File: src/rtl/flush_delay_line_pkg.sv
// Shared types and age helper for the flush delay line.
// Age is the distance of a branch ID from the oldest-branch pointer, modulo 2^BID_W.
package flush_pkg;

    localparam int DEFAULT_BID_W = 3;

    typedef logic [DEFAULT_BID_W-1:0] bid_t;

    typedef struct packed {
        logic v;
        bid_t bid;
    } flush_stage_t;

    function automatic bid_t bid_age(input bid_t bid, input bid_t head);
        return bid - head;
    endfunction

endpackage

File: src/rtl/flush_delay_line_bid_age_cmp.sv
// Combinational age comparator: o_older is set when i_bid is strictly older
// than i_inflightBid, both measured relative to i_headBid.
module bid_age_cmp
    import flush_pkg::*;
#(
    parameter int BID_W = DEFAULT_BID_W
) (
    input  logic [BID_W-1:0] i_bid,
    input  logic [BID_W-1:0] i_inflightBid,
    input  logic [BID_W-1:0] i_headBid,
    output logic             o_older
);

    logic [BID_W-1:0] w_ageNew;
    logic [BID_W-1:0] w_ageOld;

    // Subtraction truncated to BID_W bits gives the modulo age directly.
    assign w_ageNew = i_bid - i_headBid;
    assign w_ageOld = i_inflightBid - i_headBid;
    assign o_older  = (w_ageNew < w_ageOld);

endmodule

File: src/rtl/flush_delay_line.sv
// Delays a branch-mispredict flush by DEPTH cycles, dropping younger/equal
// flushes and letting an older flush cancel whatever is still in flight.
module flush_delay_line
    import flush_pkg::*;
#(
    parameter int DEPTH = 2,
    parameter int BID_W = 3,
    parameter int CNT_W = 8
) (
    input  logic             clk,
    input  logic             rst,
    input  logic             flush_in,
    input  logic [BID_W-1:0] bid_in,
    input  logic [BID_W-1:0] head_bid,
    output logic             flush_out,
    output logic [BID_W-1:0] bid_out,
    output logic             pending,
    output logic [CNT_W-1:0] drop_cnt
);

    // In-flight stages are 0..DEPTH-2; with DEPTH=1 one dummy slot keeps widths legal.
    localparam int NIF = (DEPTH > 1) ? DEPTH - 1 : 1;

    typedef struct packed {
        logic             v;
        logic [BID_W-1:0] bid;
    } stage_t;

    stage_t           r_stage [DEPTH];
    logic             r_pending;
    logic [CNT_W-1:0] r_dropCnt;

    stage_t           w_next [DEPTH];
    logic [NIF-1:0]   w_ifValid;
    logic [NIF-1:0]   w_older;
    logic [NIF-1:0]   w_nextIfValid;
    logic             w_anyInflight;
    logic             w_olderAll;
    logic             w_accept;
    logic             w_cancel;
    logic             w_drop;
    logic [3:0]       w_inc;
    logic [CNT_W+3:0] w_sum;
    logic [CNT_W-1:0] w_dropNext;
    logic             w_pendNext;

    for (genvar g = 0; g < NIF; g++) begin : g_cmp
        if (DEPTH > 1) begin : g_live
            assign w_ifValid[g]     = r_stage[g].v;
            assign w_nextIfValid[g] = w_next[g].v;
            bid_age_cmp #(
                .BID_W(BID_W)
            ) u_cmp (
                .i_bid         (bid_in),
                .i_inflightBid (r_stage[g].bid),
                .i_headBid     (head_bid),
                .o_older       (w_older[g])
            );
        end else begin : g_none
            assign w_ifValid[g]     = 1'b0;
            assign w_nextIfValid[g] = 1'b0;
            assign w_older[g]       = 1'b1;
        end
    end

    always_comb begin
        w_anyInflight = |w_ifValid;
        // Invalid slots never block acceptance, so an empty set always accepts.
        w_olderAll    = &(w_older | ~w_ifValid);
        w_accept      = flush_in && w_olderAll;
        w_cancel      = flush_in && w_anyInflight && w_olderAll;
        w_drop        = flush_in && !w_olderAll;

        w_next[0] = w_accept ? stage_t'{v: 1'b1, bid: bid_in} : '0;
        for (int i = 1; i < DEPTH; i++) begin
            w_next[i] = w_cancel ? '0 : r_stage[i-1];
        end

        w_inc = '0;
        if (w_cancel) begin
            for (int i = 0; i < NIF; i++) begin
                w_inc = w_inc + {3'b000, w_ifValid[i]};
            end
        end else if (w_drop) begin
            w_inc = 4'd1;
        end

        // Widened sum so the saturation test cannot itself overflow.
        w_sum      = {4'b0000, r_dropCnt} + {{CNT_W{1'b0}}, w_inc};
        w_dropNext = (w_sum > {4'b0000, {CNT_W{1'b1}}}) ? {CNT_W{1'b1}} : w_sum[CNT_W-1:0];
        w_pendNext = |w_nextIfValid;
    end

    always_ff @(posedge clk) begin
        if (rst) begin
            for (int i = 0; i < DEPTH; i++) begin
                r_stage[i] <= '0;
            end
            r_pending <= 1'b0;
            r_dropCnt <= '0;
        end else begin
            for (int i = 0; i < DEPTH; i++) begin
                r_stage[i] <= w_next[i];
            end
            r_pending <= w_pendNext;
            r_dropCnt <= w_dropNext;
        end
    end

    assign flush_out = r_stage[DEPTH-1].v;
    assign bid_out   = r_stage[DEPTH-1].bid;
    assign pending   = r_pending;
    assign drop_cnt  = r_dropCnt;

endmodule
File: config.mk
export PLATFORM = sky130hd
export DESIGN_NAME = flush_delay_line
export DESIGN_NICKNAME = d
export VERILOG_FILES = /design/src/rtl/flush_delay_line_pkg.sv /design/src/rtl/flush_delay_line_bid_age_cmp.sv /design/src/rtl/flush_delay_line.sv
export SDC_FILE = /design/constraint.sdc
export NUM_CORES = 1
export LEC_CHECK = 0
export ABC_CLOCK_PERIOD_IN_PS = 3300
export CAP_MARGIN = 20
export CORE_MARGIN = 2
export CORE_UTILIZATION = 45
export CTS_CLUSTER_SIZE = 30
export DETAILED_ROUTE_END_ITERATION = 10
export PLACE_DENSITY = 0.72
export SLEW_MARGIN = 20
export SYNTH_ARGS = -nofsm -noshare
export SYNTH_HDL_FRONTEND = slang
export SYNTH_SLANG_ARGS = --single-unit
File: constraint.sdc
create_clock -name clk -period 3.3 [get_ports clk]
set_input_delay 0.99 -clock clk [delete_from_list [all_inputs] [get_ports clk]]
set_output_delay 0.99 -clock clk [all_outputs]
set_load 0.02 [all_outputs]
==> results of run 1 <==
==> worst min-delay path, stage by stage (launching register included) <==
cell and delay [ns]:
dfxtp_1 0.30, inv_1 0.07, nor3_1 0.06
==> state kept, by name (all words and copies together), names as in the netlist <==
signal / cells
r_stage: 8
drop_cnt: 8
==> layout make-up <==
| cell class | instances | area (sq um) | share of cell area (%) |
|---|---|---|---|
| clock buffers | 3 | 22.5 | 2.13 |
| inverters | 11 | 41.3 | 3.90 |
| multi-input cells | 57 | 425 | 40.2 |
| flip-flops and latches | 16 | 320 | 30.3 |
| well taps | 25 | 31.3 | 2.96 |
| repair buffers | 22 | 218 | 20.6 |
==> worst max-delay path by stage <==
stage,from,end,slack [ns]
2_1_floorplan,bid_in[0],r_stage[0][5],0.48
3_3_place_gp,bid_in[0],r_stage[0][6],-0.05
3_5_place_dp,head_bid[0],r_stage[0][6],-0.12
4_1_cts,head_bid[0],r_stage[0][6],0.18
5_1_grt,head_bid[0],r_stage[0][4],0.09
6_report,head_bid[0],r_stage[0][6],0.19
==> synth_stat cells, drive strengths merged, types with 2 or more instances <==
cell type / instances
a21o: 2
nor2b: 2
nor2: 2
a211oi: 2
dfxtp: 16
a31oi: 3
a21oi: 8
inv: 11
xnor2: 4
o21ai: 2
nor3b: 2
nand2: 6
nor3: 3
ha: 6
fa: 2
==> power breakdown <==
part | switching [uW] | total, uW | internal, uW
sequential | 3.99 | 203 | 199
clock | 53.2 | 95.4 | 42.2
combinational | 40.4 | 81.1 | 40.8
total | 97.6 | 380 | 282
==> kinds of logic after synthesis <==
group | Yosys count | share of synthesized area [%]
compound gates | 19 | 14.5
xor+xnor | 5 | 5.46
fa+ha+maj | 8 | 14.4
buf+inv | 13 | 7.02
flops | 16 | 39.9
simple gates | 25 | 18.7
==> metal layers <==
layer  global-route usage [%]  wire, um  vias up
met1                     19.9       680      295
met5                        0         0        -
met2                     27.8       726       13
met3                     4.71        59        0
li1                         -         -      345
met4                     5.14         0        0
==> metrics by stage <==
step | hold slack (ns) | setup WS (ns) | instance area [sq um] | power, uW
after CTS | 0.485 | 0.182 | 1060 | 387
after global routing | 0.521 | 0.0905 | 1060 | 408
after global placement | 0.468 | -0.0517 | 1040 | 287
final | 0.473 | 0.186 | 1060 | 380
after detailed placement | 0.473 | -0.119 | 1040 | 290
after floorplan | 0.428 | 0.480 | 802 | 258
==> run metrics, run 1 <==
status finished, final reports clean; reg2reg setup slack 1.04 ns; cts hold-fix bufs 0; row count 15; most used cell, CP ha_1; pin count of the biggest net entering global routing 13; routed wire length 1470 um; Finished Core Util 62.0%; via count 653; minimum clock period 3.11 ns; Worst path max stage delay 0.48 ns; area share of the leading cell type in the synthesized netlist 39.9%; synth warn 0; Post-DP HPWL 1190 um; slowest CP cell clkdlybuf4s50_1; CTS Sinks 16; Final Hold Viols 0; antenna cells 0; Post-Layout Cell Count 134; CP top delay family adder cells; syn_area_per_cell 9.33 sq um; DIE HEIGHT 46.2 um; CP Buf/Inv Count 2; worst hold stages 2; clock root cell clkbuf_4; # Post-CTS Setup Buffers 0; critical path cell sequence clkdlybuf4s50_1 > ha_1 > inv_1 > fa_1 > xor2_1 > xnor2_1 > ha_1 > a21o_1 > a211oi_1 > nor3b_1; Synth area leader dfxtp_1; initial DRC count 9; die area 0.00214 sq mm; Area contributors post-synth dfxtp_1 (40%), ha_1 (9.4%), inv_1 (5.1%); cells on worst reg2reg path 10; CTS clk-pin slew, worst paths 0.08 ns; crit end category flip-flop; I/O pin count 22; critical path arrival 3.27 ns; total CTS buffers 3; HP Class reg2reg; vias per cell 4.87; Core Box Area 0.00171 sq mm; # placed instances 131; hold wc startpoint r_stage[0][0]; Worst Path Max Fanout 3; Syn Nets 103; max cap viols 0; global-route wire length before repair 2500 um; RSZ-0062 raised after global routing no; post-synth cell types 30; vias in the first global route 585; Fill cells 152; Finish-stage setup viols 0; crit share post-route 94.4%; commonest non-fill, non-tap cell in the layout clkdlybuf4s50_1; synthesized area 802 sq um; WP data required 3.45 ns; ys async rst share 0%; Net count, final 128; grt ovf 0; input/output buffers 21; Clk Latency, worst-skew pair 0.27 ns; power per cell area 359 mW/mm^2; Worst Setup Start Kind input pin; Longest Clk Path Bufs 2; VDD IR max 255 uV; initial cell density of the core 47.0%; Lkg Pwr 0.000452 uW; Hold EP r_stage[0][4]; wire length per cell 10.9 um; Worst Skew 0.00474 ns; Final Max Tran Viols 0; Die Wd 46.2 um; PostCTS Resize Cnt 0; area delta synth->final 32.0%; Fmax 321 MHz; Slew headroom 72.9%; total negative slack 0 ns; worst r2r src r_stage[0][0]; Routed Antenna Nets 0; Clock H-tree levels 1; Placer Congestion 0.839; register bit count reported by yosys 16; Stages on worst setup path 10; most frequent cells in the layout clkdlybuf4s50_1 (21), dfxtp_1 (16), inv_1 (11); share of cells above drive strength 1 5.50%; Synth Flop Type dfxtp_1; CTS tree built; drt first pass iters 4; initial antenna violation count 0; Setup CP Type in2reg; GRT Resource Usage Total 16.4%; Tightest Pin Transition 0.405 ns; # DRC 0; Post-synth EDFFs 0; Crit Reg-Reg Endpoint r_stage[0][6]; Cells after Synth 86; Seq/Total Area, Yosys 39.9%
No activity file was read; power rests on OpenSTA's default activity.
==> inputs of run 2 (changes only) <==
Settings changed: CORE_UTILIZATION 45 to 46, PLACE_DENSITY 0.72 to 0.74, SKIP_CTS_REPAIR_TIMING set to 1.
==> run 2 against run 1 <==
- worst setup slack better by 0.014 ns
- clock power is 32% higher
- utilization rose by 0.91 points
- critical path type unchanged
- largest power group unchanged
==> run metrics, run 2 (same netlist as run 1, synthesis figures left out) <==
DIE HEIGHT 45.8 um; CP top delay family adder cells; Slew headroom 72.4%; initial cell density of the core 47.5%; vias in the first global route 609; Die Wd 45.8 um; met2 WL 665 um; critical path arrival 3.26 ns; row count 15; Setup CP Type in2reg; pin count of the biggest net entering global routing 13; Routed Antenna Nets 0; Longest Clk Path Bufs 2; Clock H-tree levels 1; Worst Skew 0.00145 ns; via count 653; crit share post-route 94.0%; top layer in use met4; GRT Resource Usage Total 15.5%; Met3 Routed Length 66 um; grt ovf 0; RSZ-0062 raised after global routing no; vias per cell 5.14; reg2reg setup slack 1.02 ns; VDD IR max 219 uV; global-route wire length before repair 2330 um; most frequent cells in the layout clkdlybuf4s50_1 (21), dfxtp_1 (16), inv_1 (11); antenna cells 0; input/output buffers 21; HP Class reg2reg; status finished, final reports clean; Metal-1 WL 665 um; crit end category flip-flop; initial antenna violation count 0; CTS Sinks 16; final hold slack 0.474 ns; drt first pass iters 4; Lkg Pwr 0.000459 uW; WP data required 3.46 ns; Placer Congestion 0.812; Final Hold Viols 0; area delta synth->final 32.4%; Worst path max stage delay 0.42 ns; CP Buf/Inv Count 3; Clk Latency, worst-skew pair 0.28 ns; max cap viols 0; CTS clk-pin slew, worst paths 0.09 ns; critical path cell sequence clkdlybuf4s50_1 > inv_1 > ha_1 > inv_1 > fa_1 > xor2_1 > xnor2_1 > ha_1 > a21o_1 > a211oi_1 > nor3b_1; Net count, final 128; share of cells above drive strength 1 6.36%; Tightest Pin Transition 0.413 ns; wire length per cell 11.1 um; die area 0.00209 sq mm; Worst Path Max Fanout 3; overall power 409 uW; routed wire length 1410 um; Finish-stage setup viols 0; power per cell area 385 mW/mm^2; Core Box Area 0.00169 sq mm; I/O pin count 22; Fmax 323 MHz; clock root cell clkbuf_4; CTS tree built; Final Max Tran Viols 0; total CTS buffers 3; Post-DP HPWL 1130 um; commonest non-fill, non-tap cell in the layout clkdlybuf4s50_1; Worst Setup Start Kind input pin; slowest CP cell clkdlybuf4s50_1; initial DRC count 10; # DRC 0; minimum clock period 3.10 ns
run 2: cell types whose count changed in the layout (fill, tap and decap cells not counted), sizes merged:
cell    previous run  this run
clkbuf             3         4
run 2: metal layers:
layer,global-route usage [%],vias up
met5,0,-
met4,5.14,0
met3,5.95,2
met2,25.6,17
met1,18.4,292
li1,-,342
run 2: tightest hold or removal path, delay by kind of cell (launching register included):
| kind | cells | cell delay (ns) |
|---|---|---|
| buffers and inverters | 1 | 0.07 |
| AND/OR/NAND/NOR | 1 | 0.06 |
| flip-flops | 1 | 0.31 |
run 2: cell type report:
cell class / instances / area [sq um]
Inverter: 11 / 41.3
Fill cell: 151 / 627
Sequential cell: 16 / 320
Multi-Input combinational cell: 57 / 425
Tap cell: 17 / 21.3
Clock buffer: 4 / 36.3
Timing Repair Buffer: 22 / 218
run 2: final timing paths:
path                        end          start  cells past startpoint
setup / recovery  r_stage[0][6]      bid_in[0]                     11
hold / removal    r_stage[0][4]  r_stage[0][0]                      2
setup reg to reg  r_stage[0][6]  r_stage[0][0]                     10
hold reg to reg   r_stage[0][4]  r_stage[0][0]                      2
run 2: stage by stage:
step	utilization [%]	setup slack (ns)	TNS (ns)	std cells	instance area (sq um)
CTS	62.9	0.192	0	127	1060
detailed placement	60.7	-0.113	-0.381	123	1030
global placement	60.7	-0.0452	-0.144	123	1030
floorplan	-	0.480	0	86	802
finish	62.9	0.199	0	127	1060
global route	62.9	0.0561	0	127	1060
run 2: power by group:
group	switching (uW)	internal (uW)
clock network	59.0	67.2
registers	3.84	199
logic	39.9	40.6
total	103	307
==> inputs of run 3 (changes only) <==
Settings changed: CORE_MARGIN 2 to not set.
==> run 3 against run 2 <==
- the flow now finishes with violations (DRC)
- worst setup slack lost 0.0065 ns
- sequential power is essentially flat
- total power shrank 6.2%
- cell count shrank 2.4%
- utilization grew 3.8 points
- combinational power grew 1%
- sequential share of layout area grew 0.65 points
- largest cell class unchanged
==> run metrics, run 3 (same netlist as run 1, synthesis figures left out) <==
status finished, violations left; failing checks DRC; Placer Congestion 0.777; Core Box Area 0.00156 sq mm; Sw Pwr 102 uW; clock root cell clkbuf_4; Worst Path Max Fanout 3; initial DRC count 17; HP Class reg2reg; Final Max Tran Viols 0; CP top delay family adder cells; Fmax 322 MHz; wire length per cell 11.2 um; Final Hold Viols 0; Clock H-tree levels 1; Worst path max stage delay 0.49 ns; Net Sw Frac 26.6%; VDD IR max 329 uV; Pint 282 uW; fin worst setup slack 0.193 ns; routed wire length 1390 um; input/output buffers 21; crit end category flip-flop; Clk Latency, worst-skew pair 0.28 ns; Routed Antenna Nets 0; via count 637; Logic pwr share 21.2%; most used cell, CP ha_1; Worst Skew 0.00172 ns; Longest Clk Path Bufs 2; DIE HEIGHT 43.8 um; vias in the first global route 619; CP Buf/Inv Count 2; drt first pass iters 7; vias per cell 5.14; WP data required 3.46 ns; RSZ-0062 raised after global routing no; critical path arrival 3.27 ns; # DRC 1; share of cells above drive strength 1 4.63%; area delta synth->final 29.6%; Net count, final 127; power per cell area 369 mW/mm^2; total CTS buffers 3; global-route wire length before repair 2480 um; crit share post-route 94.2%; Finish-stage setup viols 0; initial antenna violation count 0; I/O pin count 22; Tightest Pin Transition 0.423 ns; Lkg Pwr 0.000447 uW; Slew headroom 71.7%; most frequent cells in the layout clkdlybuf4s50_1 (21), dfxtp_1 (16), inv_1 (11); grt ovf 0; Die Wd 43.8 um; commonest non-fill, non-tap cell in the layout clkdlybuf4s50_1; slowest CP cell clkdlybuf4s50_1; overall power 384 uW; pin count of the biggest net entering global routing 13; max cap viols 0; total negative slack 0 ns; antenna cells 0; Setup CP Type in2reg; die area 0.00191 sq mm; clock network fraction of total power 26.0%; minimum clock period 3.11 ns; GRT Resource Usage Total 17.7%; CTS clk-pin slew, worst paths 0.08 ns; CTS Sinks 16; Sequential Power Share 52.8%; Worst Setup Start Kind input pin; Post-DP HPWL 1110 um; Finished Core Util 66.7%; CTS tree built; Setup WS pre-CTS -0.108 ns; row count 14; fin area 0.00104 sq mm; initial cell density of the core 51.4%; Area after DPL 0.00102 sq mm; critical path cell sequence clkdlybuf4s50_1 > ha_1 > inv_1 > fa_1 > xor2_1 > xnor2_1 > ha_1 > a21o_1 > a211oi_1 > nor3b_1
==> run 3: cell count changes in the layout (fill, tap and decap cells not counted), sizes merged <==
cell    before  now
buf          1    0
clkbuf       4    3
==> run 3: layout make-up <==
| class | count | area, sq um |
|---|---|---|
| clock buffer | 3 | 22.5 |
| fill | 128 | 519 |
| inverter | 11 | 41.3 |
| multi-input combinational | 57 | 425 |
| sequential | 16 | 320 |
| tap | 16 | 20.0 |
| timing repair buffer | 21 | 210 |
==> run 3: final timing paths <==
path,from,endpoint,slack (ns),cells after the start
worst min register to register,r_stage[0][0],r_stage[0][4],0.48,2
worst max register to register,r_stage[0][0],r_stage[0][5],1.02,10
worst min-delay path,r_stage[0][0],r_stage[0][4],0.48,2
worst max-delay path,head_bid[0],r_stage[0][5],0.19,10
==> run 3: power groups by stage <==
| stage | clock network, uW | logic [uW] | registers, uW |
|---|---|---|---|
| after global placement | 0 | 78.8 | 208 |
| after floorplan | 0 | 46.2 | 212 |
| final | 99.7 | 81.6 | 203 |
| after CTS | 101 | 82.4 | 203 |
| after detailed placement | 0 | 81.7 | 207 |
| after global routing | 110 | 93.1 | 204 |
==> run 3: per-layer routing <==
metal / vias to the layer above / track usage, % / routed length [um]
li1: 342 / - / -
met2: 15 / 25.1 / 588
met1: 277 / 24.8 / 724
met3: 3 / 6.25 / 62
met5: - / 0 / 0
met4: 0 / 6.25 / 16
==> run 3: metrics by stage <==
stage / hold WS, ns / std cells
6_report: 0.476 / 124
5_1_grt: 0.513 / 124
4_1_cts: 0.477 / 124
3_5_place_dp: 0.463 / 121
3_3_place_gp: 0.482 / 121
2_1_floorplan: 0.428 / 86
==> run 3: worst register-to-register path, delay by kind of cell (launching register included) <==
kind,cells,cell delay (ns)
fa+ha+maj,3,0.80
compound gates,2,0.52
xor+xnor,2,0.33
flops,1,0.30
buf+inv,2,0.12
simple gates,1,0.09
